$ cat config.mk
export PLATFORM = sky130hd
export DESIGN_NAME = reg_file
export DESIGN_NICKNAME = d
export VERILOG_FILES = /design/src/rtl/reg_file.sv
export SDC_FILE = /design/constraint.sdc
export NUM_CORES = 2
export LEC_CHECK = 0
export CORE_MARGIN = 1.5
export CORE_UTILIZATION = 23
export CTS_CLUSTER_DIAMETER = 120
export DETAILED_ROUTE_END_ITERATION = 7
export GPL_ROUTABILITY_DRIVEN = 0
export PLACE_DENSITY = 0.34
export SLEW_MARGIN = 20
export SYNTH_ARGS = -nofsm -noshare
export SYNTH_HDL_FRONTEND = slang
export SYNTH_SLANG_ARGS = --single-unit
$ cat constraint.sdc
create_clock -name clk -period 68.2 [get_ports clk]
set_input_delay 20.46 -clock clk [delete_from_list [all_inputs] [get_ports clk]]
set_output_delay 20.46 -clock clk [all_outputs]
set_load 0.02 [all_outputs]
$ cat src/rtl/reg_file.sv
// reg_file: RV32I integer register file.
// 32 x XLEN storage, one synchronous write port (rd) and two combinational
// read ports (rs1/rs2) with write-through bypass. x0 always reads zero.
module reg_file #(
  parameter int XLEN   = 32,
  parameter int NREGS  = 32,
  parameter int ADDR_W = 5
) (
  input  logic              clk,
  input  logic              rst,
  input  logic              we,
  input  logic [ADDR_W-1:0] rd_addr,
  input  logic [XLEN-1:0]   rd_data,
  input  logic [ADDR_W-1:0] rs1_addr,
  input  logic [ADDR_W-1:0] rs2_addr,
  output logic [XLEN-1:0]   rs1_data,
  output logic [XLEN-1:0]   rs2_data
);

  // Register array; entry 0 is cleared on reset and never written.
  logic [XLEN-1:0] r_regs [NREGS];

  // A write is only effective for a non-zero destination.
  logic w_wr_en;
  assign w_wr_en = we && (rd_addr != {ADDR_W{1'b0}});

  // Per-port bypass hits: the port is reading the register being written.
  logic w_byp1;
  logic w_byp2;
  assign w_byp1 = w_wr_en && (rs1_addr == rd_addr);
  assign w_byp2 = w_wr_en && (rs2_addr == rd_addr);

  // Array update: async clear has priority over the write port.
  always_ff @(posedge clk or posedge rst) begin
    if (rst) begin
      for (int i = 0; i < NREGS; i++) begin
        r_regs[i] <= {XLEN{1'b0}};
      end
    end else if (w_wr_en) begin
      r_regs[rd_addr] <= rd_data;
    end else begin
      r_regs[rd_addr] <= r_regs[rd_addr];
    end
  end

  // Read port 1: zero in reset or for x0, bypass on a same-cycle write hit.
  always_comb begin
    rs1_data = {XLEN{1'b0}};
    if (rst || (rs1_addr == {ADDR_W{1'b0}})) begin
      rs1_data = {XLEN{1'b0}};
    end else if (w_byp1) begin
      rs1_data = rd_data;
    end else begin
      rs1_data = r_regs[rs1_addr];
    end
  end

  // Read port 2: same rules as port 1, evaluated independently.
  always_comb begin
    rs2_data = {XLEN{1'b0}};
    if (rst || (rs2_addr == {ADDR_W{1'b0}})) begin
      rs2_data = {XLEN{1'b0}};
    end else if (w_byp2) begin
      rs2_data = rd_data;
    end else begin
      rs2_data = r_regs[rs2_addr];
    end
  end

endmodule

==> metrics <==
status=finished clean; main area contributors after synthesis=dfrtp_1, mux4_2, mux2i_1; syn_area_per_cell=11.5 µm²; most flop-heavy register=r_regs; Detail Placement HPWL=189000 µm; part of the Yosys area used for sequential elements=0.401; WL/cell=35.7 µm; hold path depth=0; Worst setup SP type=input port; dpl cells=8881; area post-placement=68200 µm²; Port Buf Inserts=113; drt drc=0; Post-CTS Setup Inserts=0; crit path to=rs1_data[24]; Via density=5.50; Cell Count, Final, Fillers Out=9113; via count=50200; DIE WIDTH=530 µm; global-route wire length before repair=448000 µm; Area Overhead vs Synth=13.9%; CP delay by family, top=buffers and inverters; Final setup viols=0; reg2reg end=r_regs[59]; crit path max-delay cell type=buf_4; layout cells sized above 1=0.246; Mapped Area=63900 µm²; Synth Flop Type=dfrtp_1; Yosys Warn Count=0; biggest regs=r_regs: 1024 flops; max-cap viol count=0; total global routing track utilization=0.229; top-count cell post-synth=dfrtp_1; Detailed Route WL=326000 µm; final core occ=0.263; unrepaired setup endpoints after global routing=no; post_cts resized=0; LEAKAGE=30.1 nW; Worst Tran Pin Value=1.21 ns; Core ar.=276000 µm²; CP max stage delay=0.89 ns; Max-Slew Margin vs Limit=0.191; Antenna Nets Post-Route=0; total gr overflow=0; design area=72700 µm²; min cycle time layout=46.35 ns; IO Count=114; post-place setup slack=21.76 ns; CTS tree=done; post-synthesis register bit count=1024; max reg flops=1024; antenna violations before repair=16; Max Clock Freq=21.6 MHz; Post-Syn Nets=5596; Yosys top cell area share=0.401; WS Path Type=input port to output port; largest net degree at the start of global routing=147; synthesized instance count=5546; Final Hold Fails=0; Worst Hold Class=register to register; initial core utilization=0.231; Worst Skew=0.0343 ns; Worst Path Required=47.74 ns; # H-tree levels=4; clk sink count=1024; Pre-antenna DRT Iters=8; area leader, netlist=dfrtp_1; Tot Pwr=2.30 mW; R2R cell count=5; die area=281000 µm²; asr flop ratio synth=1.00; Peak supply drop=0.0155 mV; crit-path max FO=54; vias in the first global route=50300; Cell variety after synth=75; CTS clk-pin slew, worst paths=0.05 ns; Critical Path Most Common Cell=buf_4; FF-to-FF setup slack=65.12 ns; Final period util=0.680; row count=193; Worst setup startpoint=rs1_addr[0]; fin. max-slew vios=0; Clock Latency Late Sink=0.81 ns; Critical Path Stages=10; Die H=530 µm; hold_ws=0.416 ns; Critical Path AT=25.89 ns; Post-synth top cells=dfrtp_1, mux2i_1, nand2_1; P per Cell Area=31.7 nW/µm²; CP endpoint kind=output port; Final WS setup=21.85 ns; hold buffers post-CTS=0; reg-to-reg startpoint=r_regs[219]; CTS max path bufs=4; setup TNS=0 ns; Worst Path Buf+Inv=5; Post-synth EDFFs=0; crit path cell chain=buf_8, buf_4, buf_4, buf_4, mux2i_1, a221oi_1, nor2_1, o21a_1, o221ai_1, clkdlybuf4s50_1; Clock Tree Root=clkbuf_16; drt initial violations=4635; Final nets=5367; total CTS buffers=138
==> power by group <==
part           switching, mW  internal (mW)
registers              0.168          0.766
logic                  0.314          0.306
clock network          0.303          0.447
total                  0.784           1.52
==> logic make-up (layout without fill, tap and decap cells) <==
group / after synthesis / in the layout / synth area share
buffers and inverters: 667 / 526 / 0.0534
AOI/OAI and AO/OA: 1410 / 1410 / 0.153
muxes: 1533 / 1533 / 0.328
other: 0 / 3 / 0
xor gates and xnor gates: 10 / 10 / 0.00137
and+or+nand+nor: 902 / 902 / 0.0621
DFF: 1024 / 1024 / 0.401
==> how the worst min path moves through the flow <==
stage	start	to
finish	r_regs[1016]	r_regs[1016]
global route	r_regs[1001]	r_regs[1001]
CTS	r_regs[1016]	r_regs[1016]
detailed placement	r_regs[1016]	r_regs[1016]
global placement	r_regs[992]	r_regs[992]
floorplan	r_regs[1000]	r_regs[1000]
==> cell type report <==
class / count / area [µm²]
flip-flops and latches: 1024 / 25600
well taps: 3705 / 4640
clock inverters: 26 / 338
repair buffers: 293 / 2560
inverters: 5 / 27.5
clock buffers: 202 / 4130
fillers: 28900 / 204000
multi-input cells: 3855 / 35400
diodes: 3 / 7.51
==> layout by cell type (no fill, tap or decap), types with 26 or more instances in the layout <==
master           count
dfrtp_1           1024
mux2i_1            716
nand2_1            628
mux2_2             405
mux4_2             401
o21ai_0            309
o31ai_1            217
buf_4              176
a22oi_1            174
clkbuf_16          143
a21oi_1            111
o22ai_1            104
clkdlybuf4s50_1    101
a221oi_1            98
a22o_1              76
nor2_1              66
a211oi_1            64
o21ai_1             64
o221ai_1            63
and3_1              36
clkbuf_8            34
o21a_1              32
a2bb2oi_1           32
clkbuf_1            26
==> metal layers <==
metal | up-vias | track usage | part of all wire
li1 | 20900 | - | -
met1 | 27100 | 0.306 | 0.44
met2 | 1658 | 0.376 | 0.47
met3 | 497 | 0.0321 | 0.052
met4 | 6 | 0.0802 | 0.039
met5 | - | 0 | 0.00013
Power figures use the tool's default switching activity.
